File: src/rtl/alu_share_arbiter_pkg.sv
// Shared widths and op-code encodings for the shared-ALU arbiter and its ALU.
// Optional fixed-priority arbitration is enabled by defining ALU_ARB_FIXED_PRIO_EN.
package alu_share_arbiter_pkg;

  localparam int DATA_W  = 32;
  localparam int OP_W    = 3;
  localparam int NUM_REQ = 2;

  typedef enum logic [OP_W-1:0] {
    OP_AND  = 3'b000,
    OP_OR   = 3'b001,
    OP_ADD  = 3'b010,
    OP_LUI  = 3'b011,
    OP_SLT  = 3'b100,
    OP_SLTU = 3'b101,
    OP_SUB  = 3'b110,
    OP_NONE = 3'b111
  } alu_op_e;

endpackage

File: src/rtl/alu_share_arbiter_alu.sv
// Combinational 32-bit ALU shared by both requesters.
module alu_share_arbiter_alu
  import alu_share_arbiter_pkg::*;
(
  input  logic [DATA_W-1:0] srca,
  input  logic [DATA_W-1:0] srcb,
  input  logic [OP_W-1:0]   op,
  output logic [DATA_W-1:0] result
);

  logic ltu;
  logic lts;

  always_comb begin
    ltu = (srca < srcb);
    // Differing signs decide the signed compare on their own.
    lts = (srca[DATA_W-1] != srcb[DATA_W-1]) ? srca[DATA_W-1] : ltu;
    result = '0;
    case (op)
      OP_AND:  result = srca & srcb;
      OP_OR:   result = srca | srcb;
      OP_ADD:  result = srca + srcb;
      OP_LUI:  result = srca | {srcb[15:0], 16'h0000};
      OP_SLT:  result = {{(DATA_W-1){1'b0}}, lts};
      OP_SLTU: result = {{(DATA_W-1){1'b0}}, ltu};
      OP_SUB:  result = srca - srcb;
      default: result = '0;
    endcase
  end

endmodule

File: src/rtl/alu_share_arbiter.sv
// Two-requester arbiter in front of one ALU with a registered, back-pressurable result.
// Define ALU_ARB_FIXED_PRIO_EN for fixed priority (requester 0 wins ties).
module alu_share_arbiter
  import alu_share_arbiter_pkg::*;
(
  input  logic                clk,
  input  logic                reset_n,
  input  logic [1:0]          req_valid,
  output logic [1:0]          req_ready,
  input  logic [DATA_W-1:0]   req0_srca,
  input  logic [DATA_W-1:0]   req0_srcb,
  input  logic [OP_W-1:0]     req0_op,
  input  logic [DATA_W-1:0]   req1_srca,
  input  logic [DATA_W-1:0]   req1_srcb,
  input  logic [OP_W-1:0]     req1_op,
  output logic                rsp_valid,
  input  logic                rsp_ready,
  output logic                rsp_id,
  output logic [DATA_W-1:0]   rsp_result
);

  logic [1:0]        grant;
  logic              free;
  logic              xfer;
  logic [DATA_W-1:0] alu_srca;
  logic [DATA_W-1:0] alu_srcb;
  logic [OP_W-1:0]   alu_op;
  logic [DATA_W-1:0] alu_result;

  logic              rsp_valid_reg;
  logic              rsp_id_reg;
  logic [DATA_W-1:0] rsp_result_reg;

  assign free = !rsp_valid_reg || rsp_ready;

`ifdef ALU_ARB_FIXED_PRIO_EN
  always_comb begin
    grant = 2'b00;
    case (req_valid)
      2'b01:   grant = 2'b01;
      2'b10:   grant = 2'b10;
      2'b11:   grant = 2'b01;
      default: grant = 2'b00;
    endcase
  end
`else
  // Holds the requester granted most recently; the other one wins the next tie.
  logic last_grant_reg;

  always_comb begin
    grant = 2'b00;
    case (req_valid)
      2'b01:   grant = 2'b01;
      2'b10:   grant = 2'b10;
      2'b11:   grant = last_grant_reg ? 2'b01 : 2'b10;
      default: grant = 2'b00;
    endcase
  end

  always_ff @(posedge clk or negedge reset_n) begin
    if (!reset_n) begin
      last_grant_reg <= 1'b1;
    end else if (xfer) begin
      last_grant_reg <= grant[1];
    end
  end
`endif

  for (genvar gi = 0; gi < NUM_REQ; gi++) begin : g_ready
    assign req_ready[gi] = grant[gi] & free;
  end

  assign xfer = |req_ready;

  // Operand mux follows the grant so ready never depends on operand values.
  assign alu_srca = grant[1] ? req1_srca : req0_srca;
  assign alu_srcb = grant[1] ? req1_srcb : req0_srcb;
  assign alu_op   = grant[1] ? req1_op   : req0_op;

  alu_share_arbiter_alu u_alu (
    .srca   (alu_srca),
    .srcb   (alu_srcb),
    .op     (alu_op),
    .result (alu_result)
  );

  always_ff @(posedge clk or negedge reset_n) begin
    if (!reset_n) begin
      rsp_valid_reg  <= 1'b0;
      rsp_id_reg     <= 1'b0;
      rsp_result_reg <= '0;
    end else if (xfer) begin
      rsp_valid_reg  <= 1'b1;
      rsp_id_reg     <= grant[1];
      rsp_result_reg <= alu_result;
    end else if (rsp_ready) begin
      rsp_valid_reg  <= 1'b0;
    end
  end

  assign rsp_valid  = rsp_valid_reg;
  assign rsp_id     = rsp_id_reg;
  assign rsp_result = rsp_result_reg;

endmodule

File: config.mk
export PLATFORM = sky130hd
export DESIGN_NAME = alu_share_arbiter
export DESIGN_NICKNAME = d
export VERILOG_FILES = /design/src/rtl/alu_share_arbiter_pkg.sv /design/src/rtl/alu_share_arbiter_alu.sv /design/src/rtl/alu_share_arbiter.sv
export SDC_FILE = /design/constraint.sdc
export NUM_CORES = 1
export LEC_CHECK = 0
export BUFFER_PORTS_ARGS = -buffer_cell sky130_fd_sc_hd__buf_4
export CELL_PAD_IN_SITES_DETAIL_PLACEMENT = 1
export CELL_PAD_IN_SITES_GLOBAL_PLACEMENT = 1
export CORE_ASPECT_RATIO = 0.5
export CORE_MARGIN = 2
export CORE_UTILIZATION = 40
export DETAILED_ROUTE_END_ITERATION = 12
export HOLD_SLACK_MARGIN = 0.15
export PLACE_DENSITY_LB_ADDON = 0.1
export SYNTH_ARGS = -nofsm -noshare
export SYNTH_HDL_FRONTEND = slang
export SYNTH_SLANG_ARGS = --single-unit
File: constraint.sdc
create_clock -name clk -period 6.1 [get_ports clk]
set_input_delay 0.305 -clock clk [delete_from_list [all_inputs] [get_ports clk]]
set_output_delay 0.305 -clock clk [all_outputs]
set_load 0.01 [all_outputs]
==> results.rst <==
.. list-table::
   :header-rows: 1

   * - Metric
     - Value
   * - H-tree depth
     - 2
   * - Highest net fanout along the worst path
     - 15
   * - Global Route met3 Usage
     - 8.104%
   * - Setup slack on the worst flop-to-flop path
     - 0.91 ns
   * - #FFs+latches synth
     - 35
   * - Cell types with the highest counts after synthesis
     - sky130_fd_sc_hd__ha_1 (98), sky130_fd_sc_hd__a21oi_1 (96), sky130_fd_sc_hd__inv_1 (92)
   * - Fmax achieved
     - between 150 and 200 MHz
   * - FF/Latch Area
     - a little under 900 µm²
   * - WP data required
     - about 6.3 ns
   * - Number of resized instances in the post-cts repair step
     - 0
   * - Post-Route Hold Slack
     - roughly 0.4 ns
   * - Diode insertion count for antenna repair
     - 0
   * - WL/cell
     - ~25 µm
   * - Number of flip-flops in the largest register
     - 32
   * - Area enclosed by the die boundary
     - 19280 µm²
   * - Half-perimeter wire length of the detailed placement result
     - 27.09 mm
   * - Initial DRC Count
     - 701
   * - Primary FF master, synth
     - sky130_fd_sc_hd__dfrtp_1
   * - Capture point of the worst reg-to-reg path
     - rsp_result[29]
   * - Number of vias per cell after detailed routing
     - 6.228
   * - Seq/Total Area, Yosys
     - 12.10%
   * - Busiest metal layer after global routing
     - met2
   * - Cell taking the most area after synthesis
     - sky130_fd_sc_hd__ha_1
   * - Antenna violations before repair
     - 0
   * - Type of destination of the critical path
     - flop
   * - Count of maximum capacitance violations
     - 0
   * - Row cnt
     - 34
   * - Setup repair after global routing missed its margin
     - no
   * - Total of hold buffers inserted after clock tree synthesis
     - 1
   * - Async S/R FF share, synth
     - 100.0%
   * - Worst-skew pair later-pin latency
     - about 0.31 ns
   * - Routed vias
     - between 8000 and 9000
   * - Number of remaining DRC errors
     - 7
   * - Post-Route Setup TNS
     - 0 ns
   * - Final Wtd Congestion
     - 0.9148
   * - Worst Path Class, Setup
     - reg -> reg
   * - Layout cell share with drive strength beyond 1
     - 22.84%
   * - Starting Density
     - about 41%
   * - Leakage
     - 0.004310 µW
   * - Part of the cycle the worst path needs
     - between 80% and 90%
   * - Total gr overflow
     - 0
   * - Number of standard cells after synthesis
     - between 900 and 1000
   * - Outcome
     - complete, but fails checks
   * - Clk slew on worst S/H paths
     - about 0.070 ns
   * - Overall routed net length
     - 34.50 mm
   * - Number of ports placed on the die boundary
     - 175
   * - Maximum number of buffers from clock root to sink
     - 2
   * - Vias in the first global route
     - 8856
   * - Detail Route Antenna Nets
     - 0
   * - Data arrival, critical path
     - 5.38 ns
   * - Tmin final
     - 5.189 ns
   * - Fin. Hold Viols
     - 0
   * - GRT Resource Usage Total
     - 36.00%
   * - Number of unique standard cell types used by synthesis
     - 76
   * - Remaining max-slew budget at the tightest pin
     - 24.02%
   * - Failing checks
     - DRC
   * - Wire length of the first global-routing pass
     - ~53 mm
   * - Pin count of the biggest net entering global routing
     - 41
   * - First-pass detailed-route iteration total
     - 11
   * - Net count, final
     - 1372
   * - Worst voltage drop across the vdd grid
     - 0.1661 mV
   * - Post-synthesis area per instance
     - around 7.4 µm²
   * - Die Height
     - around 99 µm
   * - TritonCTS clock tree
     - done
   * - Worst slack after detailed placement
     - 0.9999 ns
   * - Most frequent cell after synthesis
     - sky130_fd_sc_hd__ha_1
   * - Worst reg2reg startpoint
     - last_grant_reg
   * - Area used by multi-input combinational logic
     - ~5800 µm²
   * - Crit path launch type
     - flop
   * - Net count of the mapped netlist
     - 1224
   * - Setup Fix Bufs, Post-CTS
     - 0
   * - Worst Max-Slew Pin Slew
     - between 1 and 1.5 ns
   * - Root Driver
     - sky130_fd_sc_hd__clkbuf_16
   * - Total count of max-transition violations in the final report
     - 0
   * - Cell area after technology mapping
     - between 7000 and 8000 µm²
   * - Power Density
     - 243.3 nW/µm²
   * - Final Total Pwr
     - approximately 2200 µW
   * - TritonCTS buffer count
     - 5
   * - Classification of the worst-slack hold path
     - in -> reg
   * - Number of synthesized flops with an enable pin
     - 0
   * - Met2 global-route usage
     - approximately 56%
   * - Layout fillers
     - 2244
   * - Total number of clock tree sinks
     - 35
   * - Setup violators final
     - 0
   * - Worst r2r path cells
     - 14
   * - Portion of synthesized cell area occupied by the leading cell type
     - 16.91%
   * - Startpoint of the most critical setup path
     - last_grant_reg
   * - Most area-consuming cells after synthesis
     - sky130_fd_sc_hd__ha_1 (17%), sky130_fd_sc_hd__dfrtp_1 (12%), sky130_fd_sc_hd__mux2i_1 (7.2%), sky130_fd_sc_hd__a21oi_1 (6.6%), sky130_fd_sc_hd__inv_1 (4.8%)
   * - Crit path to
     - rsp_result[29]
   * - Layout overhead on the synthesized area
     - 24.21%
   * - Buffers on Ports
     - 174
   * - Count of yosys warnings during synthesis
     - 0
   * - Worst setup margin
     - 0.9111 ns
   * - Placeable core area
     - 17570 µm²
   * - Overall die width
     - 194.4 µm
   * - Skew final
     - 0.007379 ns
   * - Met1 global-route usage
     - 50.50%
-- metal layers --
layer  vias to the layer above  wire [µm]
met4                         0        810
met5                         -          0
met1                      4229      16000
li1                       3873          -
met2                       362      14730
met3                        56       2954
-- power by group --
part	switching, µW	leakage [µW]	internal (µW)	total [µW]
Combinational	936	0.00379	598	1530
Clock	142	0.0000772	176	317
Sequential	42.6	0.000446	296	339
-- how the worst min path moves through the flow --
| stage | start | endpoint | slack [ns] | depth (start not counted) |
|---|---|---|---|---|
| detailed placement | reset_n | rsp_result[3] | 0.35 | 1 |
| CTS | req_valid[0] | last_grant_reg | 0.41 | 3 |
| finish | rsp_ready | rsp_valid | 0.40 | 3 |
| global placement | reset_n | rsp_result[3] | 0.35 | 1 |
| global route | req_valid[0] | last_grant_reg | 0.42 | 3 |
| floorplan | reset_n | rsp_id | 0.009 | 0 |
-- kinds of logic after synthesis --
family / count (synthesis) / share of synthesized area, %
xor gates and xnor gates: 25 / 3.020
and+or+nand+nor: 258 / 16.67
muxes: 76 / 10.94
AOI/OAI and AO/OA: 334 / 30.96
adders and majority gates: 100 / 17.47
buffers and inverters: 157 / 8.837
DFF: 35 / 12.10
-- metrics by stage --
| stage | instance area [µm²] | util [%] | std cells |
|---|---|---|---|
| after floorplan | 7249 | - | 985 |
| after global placement | 8838 | 50.31 | 1359 |
| after detailed placement | 8838 | 50.31 | 1359 |
| after CTS | 9005 | 51.25 | 1368 |
| after global routing | 9005 | 51.25 | 1368 |
| final | 9005 | 51.25 | 1368 |
-- cells in the final DEF, fill, tap and decap left out, types with 6 or more instances in the layout --
cell type / netlist / layout
sky130_fd_sc_hd__nor4_1: 7 / 7
sky130_fd_sc_hd__ha_1: 98 / 98
sky130_fd_sc_hd__nand4_1: 8 / 8
sky130_fd_sc_hd__xnor2_1: 21 / 21
sky130_fd_sc_hd__a31oi_1: 10 / 10
sky130_fd_sc_hd__nand2_1: 83 / 83
sky130_fd_sc_hd__mux2_2: 23 / 23
sky130_fd_sc_hd__and3_1: 6 / 6
sky130_fd_sc_hd__o211ai_1: 12 / 12
sky130_fd_sc_hd__a21oi_1: 96 / 96
sky130_fd_sc_hd__nand2b_1: 9 / 9
sky130_fd_sc_hd__nand3_1: 33 / 33
sky130_fd_sc_hd__a32oi_1: 13 / 13
sky130_fd_sc_hd__nor3_1: 19 / 18
sky130_fd_sc_hd__mux2i_1: 52 / 50
sky130_fd_sc_hd__a21o_1: 17 / 17
sky130_fd_sc_hd__o21ai_0: 47 / 46
sky130_fd_sc_hd__o31ai_1: 10 / 10
sky130_fd_sc_hd__a211oi_1: 15 / 15
sky130_fd_sc_hd__dfrtp_1: 34 / 34
sky130_fd_sc_hd__a22oi_1: 17 / 17
sky130_fd_sc_hd__nor2_1: 63 / 63
sky130_fd_sc_hd__o22ai_1: 11 / 11
sky130_fd_sc_hd__o21a_1: 12 / 12
sky130_fd_sc_hd__buf_4: 4 / 205
sky130_fd_sc_hd__nor2b_1: 7 / 7
sky130_fd_sc_hd__o21bai_1: 8 / 8
sky130_fd_sc_hd__inv_1: 92 / 92
sky130_fd_sc_hd__o221ai_1: 8 / 8
-- layout make-up --
type	count	area share, %
multi-input cells	793	64.24
repair buffers	206	17.20
flip-flops and latches	35	9.740
inverters	92	3.835
well taps	234	3.251
clock buffers	8	1.737
-- critical path, cell delays in order, from the launching register on --
cell and delay (ns):
sky130_fd_sc_hd__dfstp_2 0.39, sky130_fd_sc_hd__a21boi_4 0.66, sky130_fd_sc_hd__buf_4 0.29, sky130_fd_sc_hd__mux2i_1 0.42
sky130_fd_sc_hd__inv_1 0.20, sky130_fd_sc_hd__ha_1 0.34, sky130_fd_sc_hd__nor2_1 0.06, sky130_fd_sc_hd__o311ai_1 0.57
sky130_fd_sc_hd__a211oi_1 0.25, sky130_fd_sc_hd__a211o_1 0.38, sky130_fd_sc_hd__a211oi_1 0.73, sky130_fd_sc_hd__o41ai_1 0.18
sky130_fd_sc_hd__o22ai_1 0.26, sky130_fd_sc_hd__mux2i_1 0.23, sky130_fd_sc_hd__o21ai_1 0.08
Note: power is estimated with default switching activity, not from simulation.
